<file path="src/rtl/instr_fetch_unit.sv">
// Instruction fetch unit: drives a request/ack instruction memory, buffers one
// early return in a skid entry and handles redirects, flushing in-flight reads.
module instr_fetch_unit #(
    parameter logic [15:0] RESET_PC = 16'h0000,
    parameter logic [15:0] NOP      = 16'h0000
) (
    input  logic        inp_clk,
    input  logic        inp_rst_n,
    input  logic        pcSrc,
    input  logic [15:0] branchTarget_address,
    input  logic        stall,
    output logic        mem_req,
    output logic [15:0] mem_addr,
    input  logic        mem_ack,
    input  logic [15:0] mem_rdata,
    output logic [15:0] instruction,
    output logic        instr_valid,
    output logic [15:0] pc_address
);

    typedef enum logic [1:0] {
        S_IDLE  = 2'd0,
        S_FETCH = 2'd1,
        S_FLUSH = 2'd2
    } state_t;

    state_t      state_r, state_s;
    logic [15:0] pc_r, pc_s;
    logic        mem_req_r, mem_req_s;
    logic [15:0] mem_addr_r, mem_addr_s;
    logic [15:0] instr_r, instr_s;
    logic        valid_r, valid_s;
    logic [15:0] pa_r, pa_s;
    logic        skid_valid_r, skid_valid_s;
    logic [15:0] skid_data_r, skid_data_s;
    logic [15:0] skid_addr_r, skid_addr_s;
    logic        ack_s;
    logic        consume_s;

    assign mem_req     = mem_req_r;
    assign mem_addr    = mem_addr_r;
    assign instruction = instr_r;
    assign instr_valid = valid_r;
    assign pc_address  = pa_r;

    // Next-state, request and output-stage computation.
    always_comb begin
        state_s      = state_r;
        pc_s         = pc_r;
        mem_req_s    = mem_req_r;
        mem_addr_s   = mem_addr_r;
        instr_s      = instr_r;
        valid_s      = valid_r;
        pa_s         = pa_r;
        skid_valid_s = skid_valid_r;
        skid_data_s  = skid_data_r;
        skid_addr_s  = skid_addr_r;
        ack_s        = mem_req_r & mem_ack;
        consume_s    = valid_r & ~stall;

        case (state_r)
            S_IDLE: begin
                state_s    = S_FETCH;
                mem_req_s  = 1'b1;
                mem_addr_s = pc_r;
            end
            S_FETCH: begin
                if (pcSrc) begin
                    valid_s      = 1'b0;
                    instr_s      = NOP;
                    skid_valid_s = 1'b0;
                    pc_s         = branchTarget_address;
                    // An unacknowledged request cannot be withdrawn; drain it first.
                    if (mem_req_r && !mem_ack) begin
                        state_s = S_FLUSH;
                    end else begin
                        mem_req_s  = 1'b1;
                        mem_addr_s = branchTarget_address;
                    end
                end else if (ack_s) begin
                    if (!valid_r || consume_s) begin
                        instr_s = mem_rdata;
                        pa_s    = mem_addr_r;
                        valid_s = 1'b1;
                    end else begin
                        skid_valid_s = 1'b1;
                        skid_data_s  = mem_rdata;
                        skid_addr_s  = mem_addr_r;
                    end
                    pc_s       = pc_r + 16'd1;
                    mem_addr_s = pc_r + 16'd1;
                    mem_req_s  = ~(valid_r & ~consume_s);
                end else begin
                    if (consume_s) begin
                        if (skid_valid_r) begin
                            instr_s      = skid_data_r;
                            pa_s         = skid_addr_r;
                            valid_s      = 1'b1;
                            skid_valid_s = 1'b0;
                        end else begin
                            instr_s = NOP;
                            valid_s = 1'b0;
                        end
                    end else begin
                        valid_s = valid_r;
                    end
                    if (!mem_req_r) begin
                        mem_req_s  = ~skid_valid_r | consume_s;
                        mem_addr_s = pc_r;
                    end else begin
                        mem_req_s = 1'b1;
                    end
                end
            end
            S_FLUSH: begin
                // pc holds the latest redirect target while the stale read drains.
                valid_s = 1'b0;
                instr_s = NOP;
                if (pcSrc) begin
                    pc_s = branchTarget_address;
                end else begin
                    pc_s = pc_r;
                end
                if (ack_s) begin
                    state_s    = S_FETCH;
                    mem_req_s  = 1'b1;
                    mem_addr_s = pcSrc ? branchTarget_address : pc_r;
                end else begin
                    mem_req_s = 1'b1;
                end
            end
            default: begin
                state_s      = S_IDLE;
                pc_s         = RESET_PC;
                mem_req_s    = 1'b0;
                mem_addr_s   = RESET_PC;
                instr_s      = NOP;
                valid_s      = 1'b0;
                pa_s         = RESET_PC;
                skid_valid_s = 1'b0;
            end
        endcase
    end

    // State and output registers.
    always_ff @(posedge inp_clk or negedge inp_rst_n) begin
        if (!inp_rst_n) begin
            state_r      <= S_IDLE;
            pc_r         <= RESET_PC;
            mem_req_r    <= 1'b0;
            mem_addr_r   <= RESET_PC;
            instr_r      <= NOP;
            valid_r      <= 1'b0;
            pa_r         <= RESET_PC;
            skid_valid_r <= 1'b0;
            skid_data_r  <= 16'h0000;
            skid_addr_r  <= 16'h0000;
        end else begin
            state_r      <= state_s;
            pc_r         <= pc_s;
            mem_req_r    <= mem_req_s;
            mem_addr_r   <= mem_addr_s;
            instr_r      <= instr_s;
            valid_r      <= valid_s;
            pa_r         <= pa_s;
            skid_valid_r <= skid_valid_s;
            skid_data_r  <= skid_data_s;
            skid_addr_r  <= skid_addr_s;
        end
    end

endmodule

</file>
<file path="config.mk">
export PLATFORM = sky130hd
export DESIGN_NAME = instr_fetch_unit
export DESIGN_NICKNAME = d
export VERILOG_FILES = /design/src/rtl/instr_fetch_unit.sv
export SDC_FILE = /design/constraint.sdc
export NUM_CORES = 1
export LEC_CHECK = 0
export ABC_AREA = 1
export BUFFER_PORTS_ARGS = -buffer_cell sky130_fd_sc_hd__buf_4
export CORE_ASPECT_RATIO = 1.5
export CORE_UTILIZATION = 58
export DETAILED_ROUTE_END_ITERATION = 8
export PLACE_DENSITY_LB_ADDON = 0.05
export SLEW_MARGIN = 40
export SYNTH_ARGS = -nofsm -noshare
export SYNTH_HDL_FRONTEND = slang
export SYNTH_SLANG_ARGS = --single-unit
</file>
<file path="constraint.sdc">
create_clock -name inp_clk -period 2 [get_ports inp_clk]
set_input_delay 0.3 -clock inp_clk [delete_from_list [all_inputs] [get_ports inp_clk]]
set_output_delay 0.3 -clock inp_clk [all_outputs]
set_load 0.05 [all_outputs]
</file>
Word-level counts from Yosys, hierarchy flattened
Index checks and enable logic that the tools add are counted.
- register bits: 101
- input bits: 37
- output and inout bits: 50
- logic and storage cells: 93
- $add $sub $neg: 1
- equality and inequality tests: 15
- muxes and demuxes: 42
- bitwise gates (word level): 12
- reductions and logical operators: 13
- operators with widths (kind ; number):
    $mux 16 ; 18
    $pmux 16 s3 ; 2
    $pmux 16 s2 ; 2
    $add 16x1->16 const B ; 1
    $ne 4x4->1 const B ; 4
    $ne 3x3->1 const B ; 5
    $mux 1 ; 13
    $reduce_and 3->1 ; 4
    $ne 2x2->1 const B ; 4
    $not 1->1 ; 8
    $mux 2 ; 3
    $pmux 1 s2 ; 3
    $pmux 2 s3 ; 1
    $reduce_and 5->1 ; 1
    $reduce_and 4->1 ; 1
    $and 1x1->1 ; 3
    $eq 2x1->1 const B ; 1
    $eq 2x2->1 const B ; 1
    $logic_not 1->1 ; 2
    $logic_not 2->1 ; 1
    $reduce_and 2->1 ; 1
    $reduce_or 2->1 ; 1
    $logic_and 1x1->1 ; 1
    $logic_or 1x1->1 ; 1
    $or 1x1->1 ; 1

Longest topological paths before layout
- word-level depth: 8
- gate-level depth with buffers: 12
- depth with buffers taken out: 10

Worst setup path after synthesis
Ideal clock, no wire load.
- path kind: reg2reg
- from: register mem_req_r, in the netlist mem_req
- to: register instr_r[0], in the netlist instruction[0]
- setup time: 119 ps
- arrival time: 1681 ps
- data required time: 1881 ps
- slack: 200 ps
- cell stages (with the launch flop): 12
- buffers on the path: 2
- path through: dfrtp_1 -> nand2_2 -> buf_6 -> nand2_8 -> inv_2 -> nand2_4 -> nand2_4 -> nor2_8 -> inv_4 -> buf_6 -> nand2_1 -> nand2_1
- word-level cells in the longest chain between the ends: 4
- elaborated cells between the ends (all ways): 7
- those cells by class: eq/ne (2); mux (3); bitwise (1); reduce/logical (1)
- RTL lines (item ; line ; text):
    from (decl) ; 29 ; logic mem_req_r, mem_req_s;
    from (signal assigned) ; 161 ; mem_req_r <= mem_req_s;
    $and 1x1->1 (*) ; 58 ; ack_s = mem_req_r & mem_ack;
    $mux 16 ; 80 ; end else if (ack_s) begin
    $mux 16 ; 68 ; if (pcSrc) begin
    $pmux 16 s2 ; 61 ; case (state_r)
    to (signal assigned) ; 163 ; instr_r <= instr_s;
    to (decl) ; 31 ; logic [15:0] instr_r, instr_s;
Every way passes the cells marked *; elsewhere a longest branch is shown, timed or not.
A chain may end at the register's enable or synchronous reset.

Final worst setup path
- from: register state_r[0]
- to: register pc_r[6]
- word-level cells in the longest chain between the ends: 3
- elaborated cells between the ends (all ways): 7
- those cells by class: eq/ne (3); mux (1); bitwise (1); reduce/logical (2)
- RTL lines (item ; line ; text):
    from (decl) ; 27 ; state_t state_r, state_s;
    from (signal assigned) ; 159 ; state_r <= state_s;
    $eq 2x1->1 / $logic_not 2->1 (equally long branches) ; 61 ;
    $ne 3x3->1 (no line) / $not 1->1 (equally long branches) ; -- ;
    $reduce_and 2->1 (no line) ; -- ;
    to (signal assigned) ; 160 ; pc_r <= pc_s;
    to (decl) ; 28 ; logic [15:0] pc_r, pc_s;
Parallel ways exist; a longest one is shown, timed or not.

==> flow_summary.ini <==
[timing]
post-route-period-util = 0.927
rsz0062_at_grt = no
hold_violations = 0
period_needed_ns = 1.85
setup-tns-final_ns = 0
fmax_ghz = 0.539
skew_ns = 0.00841
slew_headroom = 0.591
setup_violations = 0
final_max_slew_viol_count = 0
tightest_slew_ns = 0.613

[grt]
grt_start_max_net_pins = 43
grt_antenna_before_repair = 0
use_met2 = 0.525
grt_pass1_wl_mm = 24.9
grt_usage = 0.297
grt_overflow = 0
top_usage_layer = met2
gr-usage-met1 = 0.365
grt_pass1_vias = 5346
met3_usage = 0.0306

[cts]
clk_latency_ns = 0.35
numCtsBuffers = 9
cts_tree = yes
clockBufferDepth = 2
htreeDepth = 3
path_clk_slew_ns = 0.07
cts_sinks = 101
root_buffer = clkbuf_16

[critical_path]
startpoint_type = flop
end_kind = flop
reg2reg_to = pc_r[6]
r2r_cells = 7
cp_top_family = buffers and inverters
cp_max_fo = 14
r2r_setup_slack_ns = 0.15
worstSetupPathDepth = 7
cpMostUsedCell = inv_1
path_buf_inv = 2
worstPathRequired_ns = 2.23
crit_chain = inv_1, ha_1, inv_1, nor2_1, o21ai_0, a21boi_0, o22ai_1
crit_slowest_cell = inv_1
critPathKind = flop to flop
r2r_start = state_r[0]
arrival_ns = 2.08
slowest_delay_ns = 0.46

[logic_synthesis]
yosysWarnings = 0
synth_nets = 833
synthFlopType = dfrtp_1
syn_area_sq_um = 5780
syn_avg_cell_area_sq_um = 7.30
synth_cell_types = 37
seq_area_frac_synth = 0.437
synth_cells = 791
async_flop_share = 1.00
synth-seq-cells = 101
synth-edff-count = 0

[worst_hold_path]
hold_class = primary input to flop
hold_path_end = skid_data_r[3]
hold_start = mem_rdata[3]
min_path_cells = 3

[layout]
area_growth_pct = 18.0
antennaDiodeCount = 0
final_nets = 908
stdcell_area_sq_um = 6820
drive_gt1_frac = 0.173

[floorplan]
ioPinCount = 87
die_h_microns = 124
dieArea_sq_um = 10400
core_area_sq_um = 9690
start_util = 0.596
num_rows = 44
die_x_microns = 83.5

[status]
status = finished, final reports clean

[placement]
numPortBuffers = 86
dp_hpwl_mm = 10.7
gp_congestion = 0.917
placed_cell_area_sq_um = 6510

[route]
ant_nets = 0
firstDrtPassIters = 5
post-route-drc-count = 0
routed_wl_mm = 14.8
num_vias = 5480
vias_per_cell = 5.56
drt_iter0_markers = 345
wire_per_inst_microns = 15.0

[power_and_ir_drop]
peakVddDrop_mv = 0.873
p_per_area_nw_per_um2 = 1470
p_leak_uw = 0.00348

[flow_run]
cap_violations = 0
[where the power goes]
group	internal, uW	switching (uW)
combinational	1530	3510
sequential	2710	564
clock	899	827
[worst min-delay path: cells and delay by family]
family,cells,cell delay (ns)
AOI/OAI and AO/OA,1,0.05
buffers and inverters,1,0.08
and+or+nand+nor,1,0.04
[how the worst max path moves through the flow]
stage | to | slack (ns) | from
6_report | pc_r[6] | 0.15 | state_r[0]
5_1_grt | pc_r[6] | 0.02 | state_r[0]
4_1_cts | skid_addr_r[9] | 0.15 | state_r[1]
3_5_place_dp | skid_addr_r[12] | 0.16 | state_r[1]
3_3_place_gp | mem_addr[8] | 0.23 | pc_r[1]
2_1_floorplan | instruction[0] | 0.20 | mem_req
[registers in the layout, indices dropped and copies added, names as in the netlist]
register and flops:
instr_valid 1, instruction 16, mem_addr 16, mem_req 1, pc_address 16, pc_r 16, skid_addr_r 16, skid_data_r 16
skid_valid_r 1, state_r 2
[layout make-up]
class                      count  area (sq um)
fill                         850          2870
multi-input combinational    570          2720
sequential                   101          2530
timing repair buffer         104           825
inverter                      80           310
clock buffer                  10           239
tap                          115           144
clock inverter                 6          50.0
[synthesized netlist by cell type, types with 2 or more instances]
cell type	count	area share
dfrtp_1	101	0.44
a211oi_1	4	0.0052
clkbuf_1	12	0.0078
nand2_1	272	0.18
o21a_1	8	0.010
o21ai_0	59	0.051
nor2_8	3	0.010
o211ai_1	15	0.019
o21ai_2	12	0.018
nand3_1	44	0.038
o21ai_1	25	0.022
inv_2	4	0.0026
inv_4	4	0.0043
nand2_2	2	0.0022
buf_6	5	0.0097
ha_1	5	0.011
nand4_1	3	0.0032
nor3_1	8	0.0069
nand2_4	3	0.0058
buf_2	15	0.013
nor2_1	64	0.042
xor2_1	4	0.0061
a21oi_1	26	0.023
inv_1	72	0.047
o22ai_1	3	0.0032
buf_4	4	0.0052
buf_1	4	0.0026
[cell families after synthesis]
logic type | Yosys count | share of synthesized area
AO/OA/AOI/OAI | 157 | 0.159
XOR/XNOR | 5 | 0.00758
flip-flops | 101 | 0.437
buffers and inverters | 120 | 0.0920
adder cells (fa/ha/maj) | 5 | 0.0108
AND/OR/NAND/NOR | 403 | 0.293
[timing repair]
item / in CTS / in global routing
endpoints found under the setup margin: 0 / 7
buffers inserted: 0 / 0
resized for setup: 0 / 2
hold buffers: 1 / 0
endpoints found under the hold margin: 29 / 0
[per-layer routing]
metal | routed length [microns] | up-vias | share of wire
met5 | 0 | - | 0
met4 | 415 | 0 | 0.028
met3 | 727 | 31 | 0.049
met2 | 7660 | 184 | 0.52
met1 | 6000 | 2576 | 0.41
li1 | - | 2689 | -
[cells in the final DEF (no fill, tap or decap), types with 2 or more instances in the layout]
master	instances
a211oi_1	4
a21oi_1	26
buf_12	3
buf_4	99
clkbuf_16	9
dfrtp_1	101
ha_1	5
inv_1	72
inv_2	4
inv_4	4
inv_6	3
nand2_1	272
nand2_2	2
nand2_4	3
nand3_1	44
nand4_1	3
nor2_1	64
nor2_4	2
nor2_8	3
nor3_1	8
o211ai_1	15
o21a_1	8
o21ai_0	59
o21ai_1	25
o21ai_2	12
o22ai_1	3
xor2_1	4
[through the flow]
stage	util	instances	hold slack [ns]	total power, uW	worst slack, ns
after floorplan	-	791	0.00441	6890	0.200
after global placement	0.672	969	0.284	8190	0.226
after detailed placement	0.672	969	0.290	8300	0.155
after CTS	0.703	986	0.160	10100	0.148
after global routing	0.704	986	0.176	10700	0.0188
final	0.704	986	0.159	10000	0.146
No activity file was read; power rests on OpenSTA's default activity.
